==> src/rtl/gaussian_window_gen.sv <==
// gaussian_window_gen: streaming 7x7 window generator for gaussian_core.
// Buffers six previous lines of a raster 8-bit pixel stream and emits each
// fully-interior 7x7 neighbourhood, packed for gaussian_core input_pixels.
// Optional: define GAUSS_WIN_CNT_EN to add the 32-bit win_count output.
module gaussian_window_gen #(
    parameter int IMG_WIDTH  = 64,
    parameter int IMG_HEIGHT = 64,
    parameter int CNT_W      = 16
) (
    input  logic             clk,
    input  logic             rst,
    input  logic [7:0]       pix_in,
    input  logic             pix_valid,
    input  logic             sof,
    output logic [391:0]     win_out,
    output logic             win_valid,
    output logic [CNT_W-1:0] win_row,
    output logic [CNT_W-1:0] win_col,
    output logic             frame_done
`ifdef GAUSS_WIN_CNT_EN
    ,
    output logic [31:0]      win_count
`endif
);

    localparam int WIN = 7;
    localparam int NLB = WIN - 1;
    localparam int AW  = (IMG_WIDTH > 1) ? $clog2(IMG_WIDTH) : 1;
    localparam logic [CNT_W-1:0] LAST_COL = CNT_W'(IMG_WIDTH - 1);
    localparam logic [CNT_W-1:0] LAST_ROW = CNT_W'(IMG_HEIGHT - 1);
    localparam logic [CNT_W-1:0] EDGE     = CNT_W'(WIN - 1);
    localparam logic [CNT_W-1:0] HALF     = CNT_W'(WIN / 2);

    logic [CNT_W-1:0] row, col;
    logic [CNT_W-1:0] cur_row, cur_col;
    logic             start;
    logic             win_done;
    logic [AW-1:0]    addr;

    // Line buffers: lb[k] holds line row-(k+1); never cleared, stale data is gated out
    logic [7:0] lb  [NLB][IMG_WIDTH];
    // 7x7 shift window, [row][col], col 0 is the oldest column
    logic [7:0] win [WIN][WIN];
    logic [7:0] nxt [WIN][WIN];
    logic [391:0] nxt_packed;

    // Coordinate of the pixel being accepted; sof forces it to (0,0)
    always_comb begin
        start   = pix_valid & sof;
        cur_row = start ? '0 : row;
        cur_col = start ? '0 : col;
        addr    = cur_col[AW-1:0];
        // Window is complete once both 7 rows and 7 columns of this line exist
        win_done = pix_valid && (cur_row >= EDGE) && (cur_col >= EDGE);
    end

    // Next window: shift left by one column, append the new column on the right
    always_comb begin
        for (int r = 0; r < WIN; r++) begin
            for (int c = 0; c < WIN - 1; c++) begin
                nxt[r][c] = win[r][c+1];
            end
        end
        for (int r = 0; r < NLB; r++) begin
            nxt[r][WIN-1] = lb[NLB-1-r][addr];
        end
        nxt[WIN-1][WIN-1] = pix_in;
    end

    // Pack with top-left in the MSB byte and bottom-right in the LSB byte
    always_comb begin
        nxt_packed = '0;
        for (int r = 0; r < WIN; r++) begin
            for (int c = 0; c < WIN; c++) begin
                nxt_packed[8*(WIN*WIN-1-(WIN*r+c)) +: 8] = nxt[r][c];
            end
        end
    end

    // Line-buffer cascade and window shift; storage only, no reset needed
    always_ff @(posedge clk) begin
        if (pix_valid) begin
            lb[0][addr] <= pix_in;
            for (int k = 1; k < NLB; k++) begin
                lb[k][addr] <= lb[k-1][addr];
            end
            win <= nxt;
        end
    end

    // Raster counters and registered window/strobe outputs
    always_ff @(posedge clk) begin
        if (rst) begin
            row        <= '0;
            col        <= '0;
            win_out    <= '0;
            win_valid  <= 1'b0;
            win_row    <= '0;
            win_col    <= '0;
            frame_done <= 1'b0;
        end else begin
            win_valid  <= win_done;
            frame_done <= pix_valid && (cur_row == LAST_ROW) && (cur_col == LAST_COL);
            if (pix_valid) begin
                if (cur_col == LAST_COL) begin
                    col <= '0;
                    row <= (cur_row == LAST_ROW) ? '0 : cur_row + 1'b1;
                end else begin
                    col <= cur_col + 1'b1;
                    row <= cur_row;
                end
            end
            if (win_done) begin
                win_out <= nxt_packed;
                win_row <= cur_row - HALF;
                win_col <= cur_col - HALF;
            end
        end
    end

`ifdef GAUSS_WIN_CNT_EN
    // Window throughput counter; a new frame start clears it ahead of counting
    always_ff @(posedge clk) begin
        if (rst) begin
            win_count <= '0;
        end else if (start) begin
            win_count <= '0;
        end else if (win_valid) begin
            win_count <= win_count + 32'd1;
        end
    end
`endif

endmodule

==> config.mk <==
export PLATFORM = sky130hd
export DESIGN_NAME = gaussian_window_gen
export DESIGN_NICKNAME = d
export VERILOG_FILES = /design/src/rtl/gaussian_window_gen.sv
export SDC_FILE = /design/constraint.sdc
export NUM_CORES = 2
export LEC_CHECK = 0
export CORE_AREA = 4 4 459 914
export DETAILED_ROUTE_END_ITERATION = 8
export DIE_AREA = 0 0 463 918
export HOLD_SLACK_MARGIN = 0.12
export PLACE_DENSITY_LB_ADDON = 0.05
export SETUP_SLACK_MARGIN = 0.15
export SLEW_MARGIN = 30
export SYNTH_ARGS = -nofsm -noshare
export SYNTH_HDL_FRONTEND = slang
export SYNTH_SLANG_ARGS = --single-unit
==> constraint.sdc <==
create_clock -name clk -period 18.4 [get_ports clk]
set_input_delay 3.68 -clock clk [delete_from_list [all_inputs] [get_ports clk]]
set_output_delay 3.68 -clock clk [all_outputs]
set_load 0.02 [all_outputs]
; After elaboration in Yosys (flattened, before gate mapping)
; Memory sizes are Yosys's and may differ from the RTL's.
; Cells that the tools add are included.
[word_totals]
mem_count = 1
regBits = 794
mem_bits_rw = 3072
latchBits = 0
input_bits = 12
romBits = 0
word_cells = 94
[classes]
reduce_logical = 5
div_mod_pow = 0
n_addsub = 4
n_mul = 0
eq_ne = 2
n_mux = 27
order_cmp = 4
n_shift = 0
bitwise_logic = 2
[memory_table]
columns = name, words, word_bits, rd, rd_clocked_by_memory_dff, wr, line
row1 = lb, 6, 512, 6, 0, 6, 41  ; logic [7:0] lb [NLB][IMG_WIDTH];
[op_table]
columns = op, n
row1 = 512-bit two-way mux, 1
row2 = 8-bit binary-select mux with 6-bit select, 6
row3 = 8-bit two-way mux, 13
row4 = 16-bit two-way mux, 5
row5 = 8-bit demux with 6-bit select, 1
row6 = "16-bit by 1-bit adder with 16-bit output, second input constant", 2
row7 = "16-bit by 6-bit equality test with 1-bit output, second input constant", 2
row8 = "16-bit by 3-bit >= comparator with 1-bit output, second input constant", 2
row9 = "16-bit by 2-bit subtractor with 16-bit output, second input constant", 2
row10 = "7-bit >= comparator, second input constant", 1
row11 = "7-bit by 1-bit < comparator with 1-bit output, second input constant", 1
row12 = 6-bit inverter with 7-bit output, 1
row13 = 1-bit logical AND, 5
row14 = 1-bit AND, 1
row15 = 1-bit two-way mux, 1

; Logic depth before layout (Yosys ltp)
[logic_depth]
ltp_word = 8
depth_mapped = 20
mapped_depth_nobuf = 10

; Least setup slack after synthesis
; Ideal clock, no wire load.
[synth_timing]
path_type = input port to flip-flop
start = in sof
end = mem lb[0][112] (netlist bit), enable pin
t_required_ns = 17.887
arrival_time_ns = 8.475
setup_ns = 0.513
path_buffers = 6
path_slack_ns = 9.411
cell_stages = 10
cell_sequence = buf_2 > nand2_1 > buf_6 > buf_4 > buf_6 > buf_2 > clkbuf_1 > and3_1 > nand2_1 > nor3_1
[synth_rtl]
columns = item, line
row1 = from (decl), 14  ; input logic sof,
row2 = to (decl), 41

; Worst setup path in the final report
[layout_timing]
start = in pix_valid
end = reg win_out[29]
[layout_between]
elab_chain_len = 5
word_cells_on_any_way = 7
[layout_lines]
columns = item, line
row1 = from (decl), 13  ; input logic pix_valid,
row2 = 1-bit AND, 49  ; start = pix_valid & sof;
row3 = 16-bit two-way mux, 50  ; cur_row = start ? '0 : row;
row4 = 16-bit by 3-bit >= comparator with 1-bit output, 54  ; win_done = pix_valid && (cur_row >= EDGE) && (cur_col >= EDGE);
row5 = 1-bit logical AND, 54
row6 = 1-bit logical AND *, 54
row7 = to (signal assigned), 114  ; win_out <= nxt_packed;
row8 = to (decl), 15  ; output logic [391:0] win_out,
; Mark *: on every way between the ends. The rest lies on a longest branch, timed or not.
; A chain may end at the register's enable or synchronous reset.

==> out/metrics.yaml <==
outcome:
  status: "finished, final reports clean"
setup_path:
  cp_slowest_stage_delay_ns: 0.86
  start_kind: "primary input"
  r2r_slack_ns: 12.02
  slowest_stage: "o221ai_4"
  ff2ff_path_depth: 10
  cp-end-kind: "flop"
  arrival_ns: 9.72
  cp_max_fo: 90
  required_ns: 19.25
  cp_cell_sequence: "buf_8, buf_4, nand2_4, buf_4, o21a_4, o221ai_4, buf_4, buf_4, buf_6, nand2_1, a21oi_1"
  r2r_end: "lb[2][452]"
  crit_top_cell: "buf_4"
  path_class: "in2reg"
  worstReg2RegStart: "col[0]"
floorplanning:
  ios: 438
  die_x_um: 463
  num_rows: 334
  die_area_mm2: 0.425
  core_mm2: 0.413
  start_util_pct: 34.8
  die_y_um: 918
synthesis:
  yosysMostFrequentCell: "edfxtp_1"
  syn-num-nets: 9077
  synthCells: 9061
  synth_top_cell_by_area: "edfxtp_1"
  yosysSeqAreaShare_pct: 77.6
  syn_avg_cell_area_um2: 15.9
  synth_top_area_share_pct: 71.2
  synth_edf_count: 3408
  syn-cell-area_mm2: 0.144
  ys_types: 92
  ys_ff_latch: 3866
  synthFlopType: "edfxtp_1"
  synth_common_cells: "3408 x edfxtp_1, 949 x nand2_1, 607 x a22oi_1"
  synth_area_leaders: "edfxtp_1 71%, dfxtp_1 6.4%, a22oi_1 3.2%"
  yosysWarnings: 0
  ys_async_sr_fraction_pct: 0
drt:
  totalWireLength_um: 579000
  vias_per_cell: 5.81
  drtPass1Iterations: 9
  postRouteAntennaNets: 0
  drt_iter0_markers: 9623
  vias: 88700
  post-route-drc-count: 0
  wl_per_cell_um: 37.9
grt:
  grt_pass1_vias: 88100
  grt_pass1_wl_um: 778000
  grt_antenna_before_repair: 26
  grt_max_degree: 144
  grt_remaining_overflow: 0
  grt_use_total_pct: 26.4
  grt_busiest_layer: "met2"
  gr-usage-met2_pct: 47.0
  use_met3_pct: 3.87
  grt_use_met1_pct: 31.8
final_layout:
  nets: 9605
  finalCoreUtilization_pct: 40.7
  layout-drive-gt1-share_pct: 14.6
  fill_cells: 37800
  area_growth_pct: 16.8
  stdcell_area_mm2: 0.168
power_and_ir_drop:
  p_clk_share_pct: 41.8
  power.total_mw: 18.4
  p_sw_mw: 4.13
  combPwrFrac_pct: 4.7
  peakVddDrop_mv: 0.0766
  pwr_density_cell_mw_per_mm2: 110
  p_int_mw: 14.3
  switching_share_pct: 22.4
  p_leak_nw: 51.2
  seq_power_share_pct: 53.5
place:
  place_hpwl_um: 328000
  io_buffers: 437
  place_area_mm2: 0.156
  gp_congestion: 0.833
sta:
  hold_ws_ns: 0.443
  tns_ns: 0
  min_period_ns: 8.87
  clock_skew_ns: 0.0407
  worst_pin_slew_ns: 1.11
  fmax_mhz: 113
  rsz0062_at_grt: "no"
  setup_violations: 0
  slew_viol_final: 0
  slew_headroom_pct: 25.9
  final.period_utilization_pct: 48.2
  finalHoldViolCount: 0
clock_tree:
  cts_setup_buffers: 0
  cts-root-buf: "clkbuf_16"
  htree_levels: 5
  cts_tree: "yes"
  cts_max_path_buffers: 4
  cts.clk_slew.worst_paths_ns: 0.06
  numCtsBuffers: 364
  cts_sinks: 3866
  ctsHoldBuffers: 0
  clock_latency_ns: 0.96
  cts_resized: 0
run:
  drv_cap: 0
hold_path:
  hp-start: "nxt[151]"
  worstHoldEndpoint: "nxt[159]"
  hold_class: "reg2reg"
  hold_depth: 0
-- power groups by stage --
stage                     Clock (mW)  Sequential, mW  Combinational (mW)
after floorplan                    0            10.0               0.454
after global placement             0            10.0               0.864
after detailed placement           0            10.0               0.878
after CTS                       7.87            9.84               0.879
after global routing            8.18            9.84               0.918
final                           7.69            9.84               0.871
-- how the worst max path moves through the flow --
stage / from / to / slack (ns) / depth (start not counted)
after floorplan: sof / lb[0][112] / 9.41 / 10
after global placement: pix_valid / win_out[36] / 8.26 / 11
after detailed placement: pix_valid / win_out[29] / 8.51 / 11
after CTS: pix_valid / win_out[29] / 9.56 / 11
after global routing: pix_valid / win_out[54] / 9.24 / 11
final: pix_valid / win_out[29] / 9.53 / 11
-- sequential cells by signal, summed over array words and instances, names as in the netlist --
register	count
col	16
frame_done	1
lb	3072
nxt	336
row	16
win_col	16
win_out	392
win_row	16
win_valid	1
-- layer usage --
metal	part of all wire, %	wire length [um]
met5	0.0078	45
met4	5.0	28700
met3	5.7	32800
met2	51	296000
met1	38	221000
-- per-stage QoR --
stage	setup WS, ns	cells
finish	9.53	15300
global route	9.24	15300
CTS	9.56	15300
detailed placement	8.51	14600
global placement	8.26	14600
floorplan	9.41	9061
-- final cells by class --
class	count	area (um^2)	share of cell area [%]
Sequential cell	3866	112000	66.4
Multi-Input combinational cell	4557	30000	17.9
Clock buffer	469	9920	5.91
Timing Repair Buffer	792	7740	4.61
Tap cell	5376	6730	4.01
Clock inverter	189	1880	1.12
Inverter	8	30.0	0.0179
Antenna cell	8	20.0	0.0119
-- logic make-up after synthesis --
group                    Yosys count  synth area share, %
flip-flops                      3866                 77.6
AO/OA/AOI/OAI                   2085                 9.94
AND/OR/NAND/NOR                 1840                 5.71
buffers and inverters            638                 2.03
multiplexers                     613                 4.59
XOR/XNOR                          15               0.0914
adder cells (fa/ha/maj)            4               0.0348
-- worst max-delay path: cells and delay by family --
kind | cells | cell delay (ns)
compound gates | 3 | 1.46
simple gates | 2 | 0.56
buf+inv | 6 | 3.64
-- layout by cell type (no fill, tap or decap), types with 24 or more instances in the layout --
cell type,n
a21oi_1,453
a221oi_1,34
a222oi_1,104
a22o_1,51
a22oi_1,607
a31o_2,62
a31oi_1,296
and3_1,27
buf_4,289
buf_6,25
bufinv_16,34
clkbuf_1,77
clkbuf_16,376
clkdlybuf4s50_1,427
clkinv_1,59
clkinv_2,67
dfxtp_1,456
edfxtp_1,3408
mux2_2,327
mux2i_1,282
nand2_1,943
nand3_1,312
nand4_1,34
nor2_1,155
nor2_4,62
nor3_1,103
o21ai_0,197
o22ai_1,25
o2bb2ai_1,53
o31ai_1,39
or2_2,24
or4_1,39
Note: power is estimated with default switching activity, not from simulation.
